**src/rtl/conv1_relu_maxpool.sv**
```systemverilog
// conv1_relu_maxpool
//   ReLU followed by 2x2 stride-2 max pooling on three lockstep channels of a
//   raster-order conv result stream. The max of each horizontal pixel pair on
//   an even row is kept in a half-row line buffer. On the odd row below it, the
//   window max is emitted one cycle after the window's bottom-right pixel.
//
// Ports
//   clk            rising-edge clock
//   rst_n          asynchronous active-low reset
//   valid_in       one accepted pixel per high cycle; gaps allowed
//   conv_out_1..3  signed per-channel conv results
//   pool_out_1..3  pooled results (never negative); held between pulses
//   valid_out_pool one-cycle pulse marking pool_out_* valid
module conv1_relu_maxpool #(
    parameter int WIDTH     = 24,
    parameter int HEIGHT    = 24,
    parameter int DATA_BITS = 12
) (
    input  logic                 clk,
    input  logic                 rst_n,
    input  logic                 valid_in,
    input  logic [DATA_BITS-1:0] conv_out_1,
    input  logic [DATA_BITS-1:0] conv_out_2,
    input  logic [DATA_BITS-1:0] conv_out_3,
    output logic [DATA_BITS-1:0] pool_out_1,
    output logic [DATA_BITS-1:0] pool_out_2,
    output logic [DATA_BITS-1:0] pool_out_3,
    output logic                 valid_out_pool
);

    localparam int COL_W = $clog2(WIDTH);
    localparam int ROW_W = $clog2(HEIGHT);
    localparam int HALF  = WIDTH / 2;
    localparam int NCH   = 3;

    logic [COL_W-1:0] col_cnt;
    logic [ROW_W-1:0] row_cnt;
    logic [COL_W-2:0] lb_idx;
    logic             col_last;
    logic             row_last;
    logic             odd_col;
    logic             odd_row;

    logic signed [DATA_BITS-1:0] din     [NCH];
    logic signed [DATA_BITS-1:0] relu_v  [NCH];
    logic signed [DATA_BITS-1:0] hold    [NCH];
    logic signed [DATA_BITS-1:0] pmax    [NCH];
    logic signed [DATA_BITS-1:0] lb_rd   [NCH];
    logic signed [DATA_BITS-1:0] wmax    [NCH];
    logic signed [DATA_BITS-1:0] pool_q  [NCH];
    logic signed [DATA_BITS-1:0] linebuf [NCH][HALF];

    function automatic logic signed [DATA_BITS-1:0] smax(
        input logic signed [DATA_BITS-1:0] a,
        input logic signed [DATA_BITS-1:0] b
    );
        return (a > b) ? a : b;
    endfunction

    assign din[0] = conv_out_1;
    assign din[1] = conv_out_2;
    assign din[2] = conv_out_3;

    // Pixel pair (2k, 2k+1) maps to line-buffer slot k.
    assign lb_idx   = col_cnt[COL_W-1:1];
    assign odd_col  = col_cnt[0];
    assign odd_row  = row_cnt[0];
    assign col_last = (col_cnt == COL_W'(WIDTH - 1));
    assign row_last = (row_cnt == ROW_W'(HEIGHT - 1));

    always_comb begin
        for (int i = 0; i < NCH; i++) begin
            relu_v[i] = din[i][DATA_BITS-1] ? '0 : din[i];
            pmax[i]   = smax(hold[i], relu_v[i]);
            lb_rd[i]  = linebuf[i][lb_idx];
            wmax[i]   = smax(lb_rd[i], pmax[i]);
        end
    end

    always_ff @(posedge clk or negedge rst_n) begin
        if (!rst_n) begin
            col_cnt        <= '0;
            row_cnt        <= '0;
            valid_out_pool <= 1'b0;
            for (int i = 0; i < NCH; i++) begin
                hold[i]   <= '0;
                pool_q[i] <= '0;
            end
        end else begin
            valid_out_pool <= valid_in && odd_col && odd_row;
            if (valid_in) begin
                if (col_last) begin
                    col_cnt <= '0;
                    row_cnt <= row_last ? '0 : row_cnt + 1'b1;
                end else begin
                    col_cnt <= col_cnt + 1'b1;
                end
                for (int i = 0; i < NCH; i++) begin
                    if (!odd_col) begin
                        hold[i] <= relu_v[i];
                    end else if (odd_row) begin
                        pool_q[i] <= wmax[i];
                    end
                end
            end
        end
    end

    // Line buffer needs no reset: every slot is written on an even row before
    // the odd row below it reads it.
    always_ff @(posedge clk) begin
        if (valid_in && odd_col && !odd_row) begin
            for (int i = 0; i < NCH; i++) begin
                linebuf[i][lb_idx] <= pmax[i];
            end
        end
    end

    assign pool_out_1 = pool_q[0];
    assign pool_out_2 = pool_q[1];
    assign pool_out_3 = pool_q[2];

endmodule

```
**config.mk**
```make
export PLATFORM = sky130hd
export DESIGN_NAME = conv1_relu_maxpool
export DESIGN_NICKNAME = d
export VERILOG_FILES = /design/src/rtl/conv1_relu_maxpool.sv
export SDC_FILE = /design/constraint.sdc
export NUM_CORES = 1
export LEC_CHECK = 0
export BUFFER_PORTS_ARGS = -buffer_cell sky130_fd_sc_hd__buf_2
export CAP_MARGIN = 20
export CELL_PAD_IN_SITES_DETAIL_PLACEMENT = 2
export CELL_PAD_IN_SITES_GLOBAL_PLACEMENT = 2
export CORE_ASPECT_RATIO = 0.6
export CORE_MARGIN = 4
export CORE_UTILIZATION = 50
export DETAILED_ROUTE_END_ITERATION = 10
export PLACE_DENSITY = 0.95
export SETUP_SLACK_MARGIN = 0.02
export SLEW_MARGIN = 10
export SYNTH_ARGS = -nofsm -noshare
export SYNTH_HDL_FRONTEND = slang
export SYNTH_SLANG_ARGS = --single-unit
```
**constraint.sdc**
```tcl
create_clock -name clk -period 10.41 [get_ports clk]
set_clock_uncertainty 0.05 [all_clocks]
set_input_delay 0 -clock clk [delete_from_list [all_inputs] [get_ports clk]]
set_output_delay 0 -clock clk [all_outputs]
set_load 0.02 [all_outputs]
```
==> impl_metrics.tcl, run 1 <==
set metrics [dict create \
    run_status "finished, violations left" \
    violations "negative hold slack" \
    synth_area_leader_cell "edfxtp_1" \
    timing.rr.end "pool_out_2[8]$_DFFE_PN0P_" \
    relSlewSlack 0.294 \
    period_needed_ns 6.17 \
    grt_pass1_vias 15000 \
    grt_setup_unrepaired "no" \
    tightest_slew_ns 1.06 \
    die_h_microns 165 \
    track_usage 0.354 \
    endpoint "pool_out_2[8]$_DFFE_PN0P_" \
    pre_cts_slack_ns 4.64 \
    async_reset_ff_frac 0.163 \
    fillers 3466 \
    fin_area_sq_um 23700 \
    synth_top_area_frac 0.578 \
    nets 1543 \
    wl_mm 78.2 \
    maxSlewViolCount 0 \
    wl_met1_mm 28.8 \
    antenna_found_initial 0 \
    path_clk_slew_ns 0.08 \
    netlist_area_sq_um 20600 \
    synthTopCellsByArea "edfxtp_1 58%, mux4_2 11%, dfrtp_1 9.4%" \
    fp.coreArea_sq_um 40500 \
    die_x_microns 270 \
    area.growth.synth_to_final_pct 15.2 \
    hold_viol 1 \
    hold_slack_ns -0.00578 \
    endpoint_kind "flip-flop" \
    syn_area_per_cell_sq_um 16.0 \
    ys_types 48 \
    overflow 0 \
    critPathBufInv 2 \
    critPathMaxStageDelay_ns 0.84 \
    portBuffers 72 \
    cts_tree "built" \
    ys_ff_latch 473 \
    p_leak_nw 8.81 \
    vias 13400 \
    final_common_cell "edfxtp_1" \
    max-vdd-ir-drop_uv 146 \
    cts_root_buffer "clkbuf_16" \
    cp-start-kind "flip-flop" \
    setup.worst_path.start "hold[13]$_DFFE_PN0P_" \
    cp_num_cells 20 \
    wl_met3_mm 5.71 \
    initial_utilization 0.508 \
    cp.required_ns 10.77 \
    cap_violations 0 \
    highest_layer "met4" \
    r2r_start "hold[13]$_DFFE_PN0P_" \
    wl_met2_mm 39.6 \
    ant_nets 0 \
    grt_max_degree 68 \
    setup_viol 0 \
    synthesis.instances 1282 \
    ys.flop_type "edfxtp_1" \
    place.gp.congestion 0.807 \
    cts_inserted_buffers 45 \
    drive_gt1_frac 0.218 \
    ff2ff_path_depth 20 \
    die_area_sq_um 44600 \
    setup_tns_ns 0 \
    final_cell_mix "396 x edfxtp_1, 114 x nand2_1, 98 x mux4_2" \
    power_density_nw_per_um2 278 \
    cts_max_level 2 \
    n_antenna_cell 0 \
    grt_pass1_wl_mm 112 \
    crit_chain "ha_1, nor2b_1, o21ai_0, nand2b_1, a21oi_1, o221ai_1, o21a_1, mux2i_2, inv_1, ha_1, a21o_1, a21o_1, a21o_1, a21oi_1, nor2b_1, o21ai_0, a21oi_1, buf_4, mux2i_1, o21ai_0" \
    hold_path.class "input pin to flip-flop" \
    postPlaceCellArea_sq_um 21700 \
    fp-row-count 57 \
    io_pins 76 \
    cts_sinks 473 \
    post_drt_wl_per_cell_microns 39.0 \
    slowest_stage "mux2i_2" \
    dp_hpwl_mm 40.9 \
    synth_edf_count 396 \
    cp_top_family "compound AO/OA/AOI/OAI gates" \
    synth-seq-area-share 0.672 \
    setup_ws_ns 4.24 \
    fmax_ghz 0.162 \
    yosysWarnings 0 \
    firstDrtPassIters 5 \
    route.detailed.drc 0 \
    criticalPathCategory "flip-flop to flip-flop" \
    final.period_utilization 0.592 \
    vias_per_cell 6.66 \
    drtIter0Drc 1416 \
    clock_latency_ns 0.59 \
    crit_path_max_fanout 14 \
    clock_path_buffers 3 \
    arrival_ns 6.53 \
    post_cts_buffers 0 \
    r2r_setup_slack_ns 4.24 \
]
## flip-flops by register name, indices dropped and copies added (netlist names)
register,cells
col_cnt,5
pool_out_3,11
pool_out_1,11
pool_out_2,11
hold,33
row_cnt,5
valid_out_pool,1
linebuf,396
## cell families after synthesis
family                     count (synthesis)  synth area share
DFF                                      473             0.672
and+or+nand+nor                          234            0.0529
muxes                                    191             0.154
AOI/OAI and AO/OA                        185            0.0535
buffers and inverters                    129            0.0262
adders and majority gates                 67            0.0407
xor gates and xnor gates                   2          0.000852
other                                      1          0.000182
## report_power, final
part           internal [mW]  switching [mW]
clock network          0.860           0.822
logic                  0.905            1.54
registers               2.29           0.172
## through the flow
step	hold slack (ns)	utilization	cells	power, mW
floorplan	-0.346	-	1284	3.92
global placement	-0.199	0.536	1863	4.46
detailed placement	-0.196	0.537	1865	4.71
CTS	0.00689	0.584	2004	6.39
global route	0.0125	0.585	2006	6.80
finish	-0.00578	0.585	2006	6.59
## synthesized netlist by cell type (20+ instances only)
cell type / number
clkbuf_1: 35
nor2_1: 21
ha_1: 66
dfrtp_1: 77
nand2_1: 114
a21oi_1: 20
nand2b_1: 33
o21ai_0: 91
nand3_1: 26
mux2i_1: 70
inv_1: 63
edfxtp_1: 396
mux4_2: 98
## layer usage
layer / up-vias / track usage
li1: 5243 / -
met1: 7058 / 0.429
met2: 810 / 0.624
met3: 246 / 0.0677
met4: 0 / 0.164
met5: - / 0
## how the worst min path moves through the flow
| stage | start | endpoint | slack (ns) | cells after the start |
|---|---|---|---|---|
| after floorplan | rst_n | col_cnt[0]$_DFFE_PN0P_ | -0.35 | 0 |
| after global placement | rst_n | hold[5]$_DFFE_PN0P_ | -0.20 | 1 |
| after detailed placement | rst_n | hold[7]$_DFFE_PN0P_ | -0.20 | 1 |
| after CTS | conv_out_3[11] | hold[8]$_DFFE_PN0P_ | 0.007 | 3 |
| after global routing | conv_out_3[11] | hold[0]$_DFFE_PN0P_ | 0.01 | 3 |
| final | conv_out_3[11] | hold[8]$_DFFE_PN0P_ | -0.006 | 3 |
## repair_timing
item	CTS	global route
setup endpoints to repair	0	0
gates resized for setup	0	0
hold endpoints to repair	116	0
hold buffers	55	0
## worst register-to-register path, stage by stage (launching register included)
cell      delay (ns)
dfrtp_1         0.45
ha_1            0.37
nor2b_1         0.20
o21ai_0         0.18
nand2b_1        0.17
a21oi_1         0.11
o221ai_1        0.25
o21a_1          0.71
mux2i_2         0.84
inv_1           0.14
ha_1            0.35
a21o_1          0.13
a21o_1          0.13
a21o_1          0.12
a21oi_1         0.07
nor2b_1         0.14
o21ai_0         0.13
a21oi_1         0.66
buf_4           0.34
mux2i_1         0.31
o21ai_0         0.13
## area by class of cell
type	instances	area, sq um	share of cell area
clock buffer	64	1280	0.0540
clock inverter	20	92.6	0.00391
inverter	64	240	0.0101
multi-input combinational	682	6330	0.267
sequential	473	13800	0.583
tap	531	664	0.0280
timing repair buffer	172	1270	0.0535
Power figures use the tool's default switching activity.
==> run 2, diff against run 1 <==
--- a/config.mk
+++ b/config.mk
@@ -11,9 +11,9 @@
 export CELL_PAD_IN_SITES_GLOBAL_PLACEMENT = 2
 export CORE_ASPECT_RATIO = 0.6
 export CORE_MARGIN = 4
-export CORE_UTILIZATION = 50
+export CORE_UTILIZATION = 46
 export DETAILED_ROUTE_END_ITERATION = 10
-export PLACE_DENSITY = 0.95
+export PLACE_DENSITY = 0.89
 export SETUP_SLACK_MARGIN = 0.02
 export SLEW_MARGIN = 10
 export SYNTH_ARGS = -nofsm -noshare
==> constraint.sdc (replaced) <==
create_clock -name clk -period 6 [get_ports clk]
set_clock_uncertainty 0.05 [all_clocks]
set_input_delay 0 -clock clk [delete_from_list [all_inputs] [get_ports clk]]
set_output_delay 0 -clock clk [all_outputs]
set_load 0.02 [all_outputs]
==> run 2 against run 1 <==
Net effect: the flow still finishes with violations (negative hold slack); cell count is 3.2% higher; count of clock-buffer cells in the layout is 6 higher; largest cell class unchanged; highest routed layer is now met5; sequential share of layout area is 0.88 points lower; critical path depth is 4 higher; register-to-register slack worse by 3.6 ns; combinational power is 63% higher; non-clock buffer count is 17 higher; worst hold slack better by 0.0022 ns; global-route usage is 7.0 points lower; clock power is 74% higher.
==> impl_metrics.tcl, run 2 (synthesis results as in run 1) <==
set metrics [dict create \
    ant_nets 0 \
    run_status "finished, violations left" \
    grt_pass1_vias 14600 \
    cts_sinks 473 \
    post_cts_buffers 0 \
    postCtsResizedCells 0 \
    grt_pass1_wl_mm 99.4 \
    dp_hpwl_mm 41.2 \
    nets 1560 \
    p_int_mw 7.20 \
    relSlewSlack 0.301 \
    hp-start "conv_out_3[11]" \
    n_antenna_cell 0 \
    largest_register_ffs 396 \
    grt_max_degree 65 \
    hold_path.class "input pin to flip-flop" \
    cts_max_level 2 \
    endpoint_kind "flip-flop" \
    max-vdd-ir-drop_uv 196 \
    drtIter0Drc 1129 \
    cp_top_family "compound AO/OA/AOI/OAI gates" \
    cts_root_buffer "clkbuf_16" \
    cp.required_ns 6.36 \
    initial_utilization 0.470 \
    fillers 3784 \
    track_usage 0.284 \
    slowest_stage "dlygate4sd3_1" \
    area.growth.synth_to_final_pct 17.0 \
    fp.coreArea_sq_um 43800 \
    critPathBufInv 6 \
    clock_path_buffers 3 \
    die_h_microns 172 \
    vias 12700 \
    switchingPower_mw 4.03 \
    period_needed_ns 5.49 \
    clock_latency_ns 0.57 \
    fmax_ghz 0.182 \
    setup_viol 0 \
    cap_violations 0 \
    setup_tns_ns 0 \
    wl_mm 67.4 \
    r2r_start "hold[13]$_DFFE_PN0P_" \
    antenna_found_initial 2 \
    overflow 0 \
    place_inst 1922 \
    drive_gt1_frac 0.223 \
    cts_inserted_buffers 45 \
    io_pins 76 \
    route.detailed.drc 0 \
    fp-row-count 59 \
    fin_cells 2071 \
    top_register "linebuf" \
    path_clk_slew_ns 0.07 \
    firstDrtPassIters 5 \
    reg_top3 "linebuf (396), hold (33)" \
    power.clock.fraction 0.261 \
    pwr-share-comb 0.356 \
    sw_frac_of_total 0.359 \
    crit_path_max_fanout 16 \
    place.gp.congestion 0.799 \
    p_leak_nw 8.95 \
    die_x_microns 281 \
    vias_per_cell 6.12 \
    portBuffers 72 \
    ctsHoldBuffers 64 \
    hold_slack_ns -0.00358 \
    post_drt_wl_per_cell_microns 32.5 \
    cp-start-kind "input pin" \
    die_area_sq_um 48300 \
    hold_viol 1 \
    final_common_cell "edfxtp_1" \
    tightest_slew_ns 1.05 \
    setup.worst_path.start "conv_out_1[6]" \
    violations "negative hold slack" \
    cts_tree "built" \
    criticalPathCategory "input pin to flip-flop" \
    power_density_nw_per_um2 467 \
    final.period_utilization 0.915 \
    final_cell_mix "396 x edfxtp_1, 114 x nand2_1, 98 x mux4_2" \
    grt_setup_unrepaired "no" \
    crit_chain "dlygate4sd3_1, buf_2, nor2b_1, dlygate4sd3_1, inv_1, ha_1, nand4_1, nor2_1, a221oi_2, a21oi_2, nand2_1, o21ai_0, buf_4, inv_1, ha_1, nor2b_1, o21a_1, o21ai_0, a21oi_1, a211oi_1, o21ai_1, o21bai_4, mux2i_1, o21ai_1" \
    sequentialPowerShare 0.383 \
    maxSlewViolCount 0 \
    critPathMaxStageDelay_ns 0.61 \
    arrival_ns 5.85 \
]
## run 2: cell count changes in the layout (fill, tap and decap cells not counted), sizes merged
cell / previous run / this run
bufinv: 0 / 2
dlygate4sd3: 55 / 63
clkinv: 18 / 10
buf: 117 / 126
clkbuf: 64 / 70
## run 2: per-layer routing
metal / vias to the layer above / global-route usage / wire length (microns)
met1: 6756 / 0.355 / 26200
met2: 491 / 0.510 / 35100
met3: 149 / 0.0501 / 4060
li1: 5269 / - / -
met5: - / 0 / 17
met4: 2 / 0.0867 / 2000
## run 2: power by group through the flow
stage | Sequential (mW) | Clock, mW | Combinational (mW)
2_1_floorplan | 4.23 | 0 | 2.58
3_3_place_gp | 4.34 | 0 | 3.47
3_5_place_dp | 4.38 | 0 | 3.87
4_1_cts | 4.31 | 2.94 | 3.95
5_1_grt | 4.34 | 3.13 | 4.26
6_report | 4.31 | 2.93 | 4.00
## run 2: worst paths after layout
check | endpoint | cells after the start | slack [ns]
min | hold[6]$_DFFE_PN0P_ | 3 | -0.004
max | pool_out_1[4]$_DFFE_PN0P_ | 24 | 0.51
min reg2reg | pool_out_2[6]$_DFFE_PN0P_ | 2 | 0.46
min in group asynchronous | pool_out_3[2]$_DFFE_PN0P_ | 4 | 0.44
max in group asynchronous | col_cnt[2]$_DFFE_PN0P_ | 4 | 4.48
max reg2reg | pool_out_2[5]$_DFFE_PN0P_ | 21 | 0.68
## run 2: area by class of cell
class,count,area [sq um],area share
inverter,64,240,0.00998
sequential,473,13800,0.575
clock buffer,70,1350,0.0562
clock inverter,14,120,0.00499
timing repair buffer,189,1460,0.0608
tap,579,724,0.0301
multi-input combinational,682,6340,0.263
## run 2: worst min-delay path, cell delays in order
cell and delay, ns:
buf_2 0.19, nand2b_1 0.21, o21ai_0 0.13
## run 2: metrics by stage
stage               power [mW]  hold WS, ns  setup slack (ns)  area, sq um   util
floorplan                 6.81       -0.346              1.48        20600      -
finish                    11.2     -0.00358             0.511        24100  0.550
global route              11.7       0.0231             0.241        24100  0.550
CTS                       11.2      0.00234             0.215        24000  0.549
global placement          7.81       -0.118              1.49        21900  0.500
detailed placement        8.25       -0.113             0.615        21900  0.501
